<file path="src/rtl/pc_fetch_unit.sv">
// Program-counter register and instruction-fetch sequencer: holds PC, runs the
// instruction-memory request handshake and halts on ebreak, misalignment or timeout.
module pc_fetch_unit #(
    parameter logic [31:0] RESET_PC    = 32'h0000_0000,
    parameter int unsigned EXEC_CYCLES = 2,
    parameter int unsigned MAX_WAIT    = 15
) (
    input  logic        clock,
    input  logic        reset,
    input  logic [31:0] PCNext,
    input  logic        stall,
    input  logic        imemReady,
    input  logic [31:0] instrIn,
    output logic [31:0] PC,
    output logic        imemReq,
    output logic [31:0] imemAddr,
    output logic [31:0] instruction,
    output logic        instrValid,
    output logic [31:0] retired,
    output logic        misaligned,
    output logic        timeout,
    output logic        halted
);

    localparam logic [31:0] EBREAK    = 32'h0010_0073;
    localparam logic [3:0]  EXEC_LAST = 4'(EXEC_CYCLES - 1);
    localparam logic [7:0]  WAIT_LAST = 8'(MAX_WAIT - 1);

    typedef enum logic [1:0] {
        S_IDLE,
        S_REQ,
        S_EXEC,
        S_HALT
    } state_t;

    state_t      state_q, state_d;
    logic [31:0] pc_q, pc_d;
    logic [31:0] instr_q, instr_d;
    logic [31:0] retired_q, retired_d;
    logic        valid_q, valid_d;
    logic        mis_q, mis_d;
    logic        to_q, to_d;
    logic [7:0]  wait_q, wait_d;
    logic [3:0]  exec_q, exec_d;

    always_comb begin
        state_d   = state_q;
        pc_d      = pc_q;
        instr_d   = instr_q;
        retired_d = retired_q;
        valid_d   = 1'b0;
        mis_d     = mis_q;
        to_d      = to_q;
        // The wait counter only survives while staying in REQ, so it is clear on every entry.
        wait_d    = '0;
        exec_d    = exec_q;

        unique case (state_q)
            S_IDLE: begin
                state_d = S_REQ;
            end

            S_REQ: begin
                if (imemReady) begin
                    instr_d = instrIn;
                    if (instrIn == EBREAK) begin
                        state_d = S_HALT;
                    end else begin
                        valid_d = 1'b1;
                        exec_d  = '0;
                        state_d = S_EXEC;
                    end
                end else if (wait_q == WAIT_LAST) begin
                    to_d    = 1'b1;
                    state_d = S_HALT;
                end else begin
                    wait_d = wait_q + 8'd1;
                end
            end

            S_EXEC: begin
                if (exec_q == EXEC_LAST && !stall) begin
                    if (PCNext[1:0] != 2'b00) begin
                        mis_d   = 1'b1;
                        state_d = S_HALT;
                    end else begin
                        pc_d      = PCNext;
                        retired_d = retired_q + 32'd1;
                        state_d   = S_REQ;
                    end
                end else if (exec_q != EXEC_LAST) begin
                    exec_d = exec_q + 4'd1;
                end
            end

            S_HALT: begin
                state_d = S_HALT;
            end

            default: begin
                state_d = S_IDLE;
            end
        endcase
    end

    always_ff @(posedge clock) begin
        if (!reset) begin
            state_q   <= S_IDLE;
            pc_q      <= RESET_PC;
            instr_q   <= '0;
            retired_q <= '0;
            valid_q   <= 1'b0;
            mis_q     <= 1'b0;
            to_q      <= 1'b0;
            wait_q    <= '0;
            exec_q    <= '0;
        end else begin
            state_q   <= state_d;
            pc_q      <= pc_d;
            instr_q   <= instr_d;
            retired_q <= retired_d;
            valid_q   <= valid_d;
            mis_q     <= mis_d;
            to_q      <= to_d;
            wait_q    <= wait_d;
            exec_q    <= exec_d;
        end
    end

    assign PC          = pc_q;
    assign imemAddr    = pc_q;
    assign imemReq     = (state_q == S_REQ);
    assign halted      = (state_q == S_HALT);
    assign instruction = instr_q;
    assign instrValid  = valid_q;
    assign retired     = retired_q;
    assign misaligned  = mis_q;
    assign timeout     = to_q;

endmodule

</file>
<file path="config.mk">
export PLATFORM = sky130hd
export DESIGN_NAME = pc_fetch_unit
export DESIGN_NICKNAME = d
export VERILOG_FILES = /design/src/rtl/pc_fetch_unit.sv
export SDC_FILE = /design/constraint.sdc
export NUM_CORES = 1
export LEC_CHECK = 0
export CAP_MARGIN = 20
export CORE_MARGIN = 3
export CORE_UTILIZATION = 43
export DETAILED_ROUTE_END_ITERATION = 8
export GPL_ROUTABILITY_DRIVEN = 1
export PLACE_DENSITY = 0.88
export SLEW_MARGIN = 10
export SYNTH_ARGS = -nofsm -noshare
export SYNTH_HDL_FRONTEND = slang
export SYNTH_SLANG_ARGS = --single-unit
</file>
<file path="constraint.sdc">
create_clock -name clock -period 2.98 [get_ports clock]
set_clock_uncertainty 0.05 [all_clocks]
set_input_delay 0.298 -clock clock [delete_from_list [all_inputs] [get_ports clock]]
set_output_delay 0.298 -clock clock [all_outputs]
set_load 0.02 [all_outputs]
</file>
==> results of run 1 <==
## metrics by stage
step | power, mW | worst slack (ns) | hold WS [ns] | instances | util (%)
3_5_place_dp | 1.880 | 0.2581 | 0.3979 | 861 | 63.14
4_1_cts | 3.863 | 0.3381 | 0.2771 | 892 | 68.71
3_3_place_gp | 1.872 | 0.3215 | 0.3914 | 861 | 63.14
6_report | 3.837 | 0.3549 | 0.3030 | 892 | 68.71
5_1_grt | 3.968 | 0.2499 | 0.2818 | 892 | 68.71
2_1_floorplan | 1.703 | 0.5096 | 0.3840 | 576 | -
## report_power, final
| group | switching (mW) | internal, mW |
|---|---|---|
| registers | 0.0183 | 1.54 |
| logic | 0.142 | 0.151 |
| clock network | 0.674 | 1.31 |
| total | 0.834 | 3.00 |
## kinds of logic after synthesis
kind of cell / Yosys count
fa+ha+maj: 5
xor+xnor: 22
compound gates: 109
buf+inv: 68
simple gates: 259
flops: 113
## cell usage after synthesis, types with 2 or more instances
cell / instances / area, um^2
a21oi_1: 83 / 415.4
a22o_1: 2 / 17.52
and2_1: 3 / 18.77
and3_1: 7 / 43.79
and4_1: 3 / 26.28
buf_4: 33 / 247.7
clkbuf_1: 24 / 90.09
dfxtp_1: 113 / 2262
ha_1: 5 / 62.56
inv_1: 6 / 22.52
nand2_1: 146 / 548.0
nand2b_1: 2 / 12.51
nand3_1: 11 / 55.05
nand4_1: 15 / 93.84
nand4b_1: 2 / 17.52
nor2_1: 32 / 120.1
nor3_1: 4 / 20.02
nor4_1: 6 / 37.54
o21ai_0: 16 / 80.08
o31ai_1: 4 / 30.03
or3_1: 8 / 50.05
or3_2: 4 / 30.03
or4_1: 5 / 37.54
xnor2_1: 4 / 35.03
xor2_1: 18 / 157.7
## per-layer routing
metal  track usage, %  part of all wire (%)  vias up
met3            8.679                   8.9       21
li1                 -                     -     2270
met5                0                     0        -
met2            38.83                    51      222
met4            7.882                   2.2        0
met1            25.14                    38     2188
## registers in the layout, indices dropped and copies added (netlist names), 2 cells and up
| register | flops |
|---|---|
| exec_q | 4 |
| PC | 32 |
| retired | 32 |
| wait_q | 8 |
| state_q | 2 |
| instruction | 32 |
## how the worst max path moves through the flow
stage	start	endpoint	slack, ns	cells past startpoint
3_5_place_dp	stall	retired[31]	0.26	6
6_report	exec_q[0]	retired[31]	0.35	6
2_1_floorplan	exec_q[0]	retired[27]	0.51	7
4_1_cts	exec_q[0]	retired[31]	0.34	6
5_1_grt	exec_q[0]	retired[27]	0.25	6
3_3_place_gp	stall	retired[29]	0.32	6
## critical path: cells and delay by family, from the launching register on
family | cells | cell delay (ns)
flip-flops | 1 | 0.42
adder cells (fa/ha/maj) | 1 | 0.19
AND/OR/NAND/NOR | 4 | 1.70
AO/OA/AOI/OAI | 1 | 0.19
## layout make-up
class	count	area, um^2
tap	136	170.2
fill	797	3288
timing repair buffer	210	2090
sequential	113	2262
inverter	7	26.28
clock buffer	22	452.9
clock inverter	9	132.6
multi-input combinational	395	2087
==> flow_metrics.tcl, run 1 <==
set metrics [dict create \
    status "completed" \
    synth_mux_area_share_pct 0 \
    cp_max_fo 16 \
    place_hpwl_mm 10.16 \
    numCtsBuffers 17 \
    drive_gt1_share_pct 6.878 \
    drv_cap 0 \
    synth_top_family_by_area "simple AND/OR/NAND/NOR gates" \
    post-cts-setup-buffers 0 \
    grt_max_degree 43 \
    synth-edff-count 0 \
    min_from "PCNext[15]" \
    r2r_slack_ns 0.35 \
    clock-root-buffer "clkbuf_8" \
    synth_simple_gate_area_share_pct 26.30 \
    dr.pass1.iters 4 \
    timing.final.crit_period_ns 2.625 \
    drt.antenna.violating_nets 0 \
    cts_hold_buffers 0 \
    cpMaxStageDelayCell "or4b_4" \
    max_clock_freq_mhz 380.9 \
    slew_headroom_pct 59.28 \
    path_clk_slew_ns 0.06 \
    yosysUniqueCellTypes 45 \
    max_stage_delay_ns 0.55 \
    design_area_um2 7221 \
    fin_nets 817 \
    chipWidth_um 110.9 \
    areaGrowthSynthToFinish_pct 52.67 \
    timing.final.crit_share_pct 88.09 \
    regToRegStartpoint "exec_q[0]" \
    grtUsageTotal_pct 22.46 \
    p_per_area_nw_per_um2 531.4 \
    final_common_cell "clkdlybuf4s50_1" \
    io_pins 201 \
    finalSetupViolCount 0 \
    final_cell_mix "200 x clkdlybuf4s50_1, 146 x nand2_1, 113 x dfxtp_1, 83 x a21oi_1, 32 x nor2_1" \
    tightest_slew_ns 0.6099 \
    ir_drop_mv 0.3868 \
    drc 0 \
    synthCells 576 \
    cts_max_level 4 \
    r2r-end "retired[31]" \
    placed_area_um2 6635 \
    routed_wl_mm 13.87 \
    synth_nets 649 \
    antenna_found_initial 0 \
    clockBufferDepth 2 \
    initial_core_util_pct 45.01 \
    synth-seq-cells 113 \
    holdPathEnd "PC[15]" \
    postSynthAreaPerCell_um2 8.211 \
    rows 37 \
    critical_path_class "flip-flop to flip-flop" \
    insertion_delay_ns 0.50 \
    die-area_um2 12290 \
    synth_area_um2 4730 \
    cts_resized 0 \
    p_leak_nw 2.511 \
    required_ns 3.34 \
    end_kind "flip-flop" \
    grt_pass1_wl_mm 22.92 \
    drv_slew 0 \
    synthAdderAreaFrac_pct 1.323 \
    core-area_um2 10510 \
    path_cells "ha_1 > or4b_4 > nor4_4 > nand4_4 > or3_2 > a21oi_1" \
    post_drt_via_cell_ratio 5.270 \
    place_congestion 0.8244 \
    synth_flop_cell "dfxtp_1" \
    fin_setup_tns_ns 0 \
    finalHoldViolations 0 \
    drt-initial-drc-count 360 \
    hold_depth 3 \
    crit_arrival_ns 2.99 \
    die_h_um 110.9 \
    start_kind "flip-flop" \
    ys_warn_count 0 \
    cts_tree "built" \
    dr_total_vias 4701 \
    rsz0062_at_grt "no" \
    async_flop_share_pct 0 \
    holdCritPathClass "input pin to flip-flop" \
    antenna_cells 0 \
    synthXorXnorAreaFrac_pct 4.074 \
    seq_area_frac_synth_pct 47.83 \
    io_buffers 200 \
    clock-sinks 113 \
    wl_per_cell_um 15.55 \
    grt-ovfl-total 0 \
    grt_pass1_vias 4630 \
    r2r_cells 6 \
    synth_compound_area_share_pct 12.25 \
]
Note: power is estimated with default switching activity, not from simulation.
==> run 2, diff against run 1 <==
- MAX_ROUTING_LAYER: unset -> met4
==> flow_metrics.tcl, run 2 (synthesis gave the netlist of run 1 again) <==
set metrics [dict create \
    drive_gt1_share_pct 6.878 \
    rsz0062_at_grt "no" \
    chipWidth_um 110.9 \
    crit_arrival_ns 2.99 \
    io_buffers 200 \
    place_congestion 0.8369 \
    crit_path_start "exec_q[0]" \
    ir_drop_mv 0.3860 \
    drv_cap 0 \
    core-area_um2 10510 \
    clock-root-buffer "clkbuf_8" \
    drc 0 \
    status "completed" \
    end_kind "flip-flop" \
    start_kind "flip-flop" \
    grt_max_degree 43 \
    initial_core_util_pct 45.01 \
    place_hpwl_mm 10.16 \
    drv_slew 0 \
    fin_setup_tns_ns 0 \
    drt.antenna.violating_nets 0 \
    grtUsageTotal_pct 23.03 \
    max_clock_freq_mhz 380.3 \
    p_per_area_nw_per_um2 531.3 \
    setup_ws_ns 0.3502 \
    r2r_cells 6 \
    antenna_found_initial 0 \
    die_h_um 110.9 \
    finalHoldViolations 0 \
    post-cts-setup-buffers 0 \
    final_common_cell "clkdlybuf4s50_1" \
    timing.final.crit_share_pct 88.25 \
    slew_headroom_pct 59.80 \
    antenna_cells 0 \
    cts_max_level 4 \
    tightest_slew_ns 0.6021 \
    cts_resized 0 \
    areaGrowthSynthToFinish_pct 52.67 \
    final_cell_mix "200 x clkdlybuf4s50_1, 146 x nand2_1, 113 x dfxtp_1, 83 x a21oi_1, 32 x nor2_1" \
    drt-initial-drc-count 332 \
    fin_nets 817 \
    worstSetupEndpoint "retired[31]" \
    grt_pass1_wl_mm 22.80 \
    r2r-end "retired[31]" \
    finish.utilization_pct 68.71 \
    wl_per_cell_um 15.54 \
    path_clk_slew_ns 0.06 \
    timing.final.crit_period_ns 2.630 \
    clockBufferDepth 2 \
    regToRegStartpoint "exec_q[0]" \
    cts_hold_buffers 0 \
    numCtsBuffers 17 \
    grt-ovfl-total 0 \
    r2r_slack_ns 0.35 \
    die-area_um2 12290 \
    cp_max_fo 16 \
    io_pins 201 \
    multi_input_area_um2 2087 \
    rows 37 \
    p_leak_nw 2.511 \
    cts_tree "built" \
    routed_wl_mm 13.86 \
    insertion_delay_ns 0.49 \
    post_drt_via_cell_ratio 5.269 \
    dr.pass1.iters 5 \
    finalSetupViolCount 0 \
    dr_total_vias 4700 \
    critical_path_class "flip-flop to flip-flop" \
    holdCritPathClass "input pin to flip-flop" \
    post-place-ws_ns 0.2581 \
    clock-sinks 113 \
    required_ns 3.34 \
    fillCellCount 797 \
    grt_pass1_vias 4652 \
    regArea_um2 2262 \
]
-- run 2: worst min-delay path by stage --
stage	startpoint	end	slack, ns	cells after the start
2_1_floorplan	PCNext[31]	PC[31]	0.38	2
3_3_place_gp	instruction[8]	instruction[8]	0.39	2
3_5_place_dp	instruction[20]	instruction[20]	0.40	2
4_1_cts	PCNext[15]	PC[15]	0.28	3
5_1_grt	PCNext[21]	PC[21]	0.28	3
6_report	PCNext[15]	PC[15]	0.30	3
-- run 2: routing by layer --
metal,routed length [um],track usage [%],vias to the layer above
met2,6989,38.88,227
met3,1170,7.041,24
met1,5387,25.96,2184
met5,0,-,-
met4,315,7.882,0
li1,-,-,2265
-- run 2: layout make-up --
cell class | instances | area share (%)
sequential | 113 | 31.33
timing repair buffer | 210 | 28.94
multi-input combinational | 395 | 28.90
clock buffer | 22 | 6.273
tap | 136 | 2.357
clock inverter | 9 | 1.837
inverter | 7 | 0.3639
-- run 2: report_power, final --
part           internal [mW]  leakage [nW]  switching (mW)  total, mW
sequential              1.54         0.913          0.0183       1.56
combinational          0.151          1.32           0.142      0.293
clock                   1.31         0.281           0.673       1.99
-- run 2: critical path: stages (launching register included) --
cell and delay (ns):
dfxtp_1 0.42, ha_1 0.19, or4b_4 0.55, nor4_4 0.39, nand4_4 0.23, or3_2 0.52, a21oi_1 0.20
-- run 2: stage by stage --
stage | power [mW] | std cells | cell area (um^2) | hold slack [ns]
final | 3.836 | 892 | 7221 | 0.3033
after global routing | 3.967 | 892 | 7221 | 0.2818
after CTS | 3.863 | 892 | 7221 | 0.2771
after detailed placement | 1.880 | 861 | 6635 | 0.3979
after global placement | 1.872 | 861 | 6635 | 0.3914
after floorplan | 1.703 | 576 | 4730 | 0.3840
==> run 3, diff against run 2 <==
- ABC_CLOCK_PERIOD_IN_PS: unset -> 2980
- PLACE_DENSITY: 0.88 -> unset
- PLACE_DENSITY_LB_ADDON: unset -> 0.12
==> flow_metrics.tcl, run 3 (synthesis gave the netlist of run 1 again) <==
set metrics [dict create \
    status "completed" \
    final_common_cell "clkdlybuf4s50_1" \
    final_cell_mix "200 x clkdlybuf4s50_1, 146 x nand2_1, 113 x dfxtp_1, 83 x a21oi_1, 32 x nor2_1" \
    dr.pass1.iters 5 \
    max_clock_freq_mhz 387.0 \
    ir_drop_mv 0.4083 \
    grt_max_degree 39 \
    design_area_um2 7312 \
    hold_depth 3 \
    drv_slew 0 \
    antenna_cells 0 \
    cts_resized 0 \
    clockBufferDepth 2 \
    clock-sinks 113 \
    timing.final.crit_period_ns 2.584 \
    initial_core_util_pct 45.01 \
    holdCritPathClass "input pin to flip-flop" \
    dp.cells 863 \
    rsz0062_at_grt "no" \
    timing.final.crit_share_pct 86.71 \
    finalHoldViolations 0 \
    wl_per_cell_um 14.66 \
    place_hpwl_mm 9.708 \
    holdPathEnd "PC[21]" \
    place_congestion 0.8419 \
    grt_pass1_vias 4451 \
    dr_total_vias 4572 \
    r2r_cells 6 \
    crit_arrival_ns 2.96 \
    clock-root-buffer "clkbuf_8" \
    numCtsBuffers 17 \
    grt_pass1_wl_mm 21.80 \
    routed_wl_mm 13.12 \
    drt-initial-drc-count 252 \
    core-area_um2 10510 \
    cts_tree "built" \
    placed_area_um2 6650 \
    io_buffers 200 \
    drv_cap 0 \
    drive_gt1_share_pct 7.510 \
    die-area_um2 12290 \
    p_per_area_nw_per_um2 555.8 \
    slew_headroom_pct 66.02 \
    drc 0 \
    chipWidth_um 110.9 \
    end_kind "flip-flop" \
    cts_hold_buffers 0 \
    io_pins 201 \
    start_kind "flip-flop" \
    antenna_found_initial 0 \
    final-instance-count-excl-fill 895 \
    post-cts-setup-buffers 0 \
    critical_path_class "flip-flop to flip-flop" \
    post_drt_via_cell_ratio 5.108 \
    cp_max_fo 16 \
    grtUsageTotal_pct 21.93 \
    r2r_slack_ns 0.40 \
    r2r-end "retired[29]" \
    fin_setup_tns_ns 0 \
    path_clk_slew_ns 0.06 \
    setup_ws_ns 0.3962 \
    finalSetupViolCount 0 \
    fin_nets 819 \
    grt-ovfl-total 0 \
    post-place-ws_ns 0.2010 \
    cts_max_level 4 \
    hold-worst-slack_ns 0.2927 \
    min_from "PCNext[21]" \
    p_leak_nw 2.560 \
    insertion_delay_ns 0.50 \
    areaGrowthSynthToFinish_pct 54.60 \
    regToRegStartpoint "exec_q[0]" \
    die_h_um 110.9 \
    rows 37 \
    drt.antenna.violating_nets 0 \
    required_ns 3.36 \
    tightest_slew_ns 0.5059 \
]
==> run 3: cell count changes in the layout (fill, tap and decap cells not counted) <==
cell | before | now
clkbuf_1 | 3 | 1
clkbuf_8 | 3 | 6
bufinv_16 | 3 | 5
clkinv_4 | 2 | 0
buf_4 | 9 | 11
==> run 3: final cells by class <==
class / instances / area [um^2]
clock buffer: 23 / 486.7
clock inverter: 9 / 175.2
multi-input combinational: 395 / 2087
inverter: 7 / 26.28
fill: 857 / 3197
sequential: 113 / 2262
tap: 136 / 170.2
timing repair buffer: 212 / 2105
==> run 3: how the worst max path moves through the flow <==
stage	startpoint	to	cells past startpoint
global route	exec_q[0]	retired[29]	6
global placement	stall	retired[27]	6
CTS	exec_q[0]	retired[29]	6
floorplan	exec_q[0]	retired[27]	7
finish	exec_q[0]	retired[29]	6
detailed placement	stall	retired[29]	6
==> run 3: power breakdown <==
part | internal, mW | leakage (nW) | switching [mW] | total [mW]
Combinational | 0.151 | 1.33 | 0.139 | 0.290
Clock | 1.55 | 0.320 | 0.667 | 2.22
Sequential | 1.54 | 0.913 | 0.0176 | 1.56
Total | 3.24 | 2.56 | 0.823 | 4.06
==> run 3: through the flow <==
step / total power, mW / utilization, %
after floorplan: 1.703 / -
after global placement: 1.873 / 63.28
after detailed placement: 1.877 / 63.28
after CTS: 4.101 / 69.58
after global routing: 4.210 / 69.58
final: 4.064 / 69.58
==> run 3: critical path, stage by stage, from the launching register on <==
cell and delay, ns:
dfxtp_1 0.41, ha_1 0.19, or4b_4 0.55, nor4_4 0.38, nand4_4 0.24, or4_1 0.55
a21oi_1 0.15
==> run 3: routing by layer <==
layer | GRT usage (%) | up-vias | wire [um]
li1 | - | 2268 | -
met1 | 25.10 | 2138 | 5355
met2 | 37.66 | 157 | 6718
met3 | 6.004 | 9 | 933
met4 | 6.322 | 0 | 110
met5 | - | - | 0
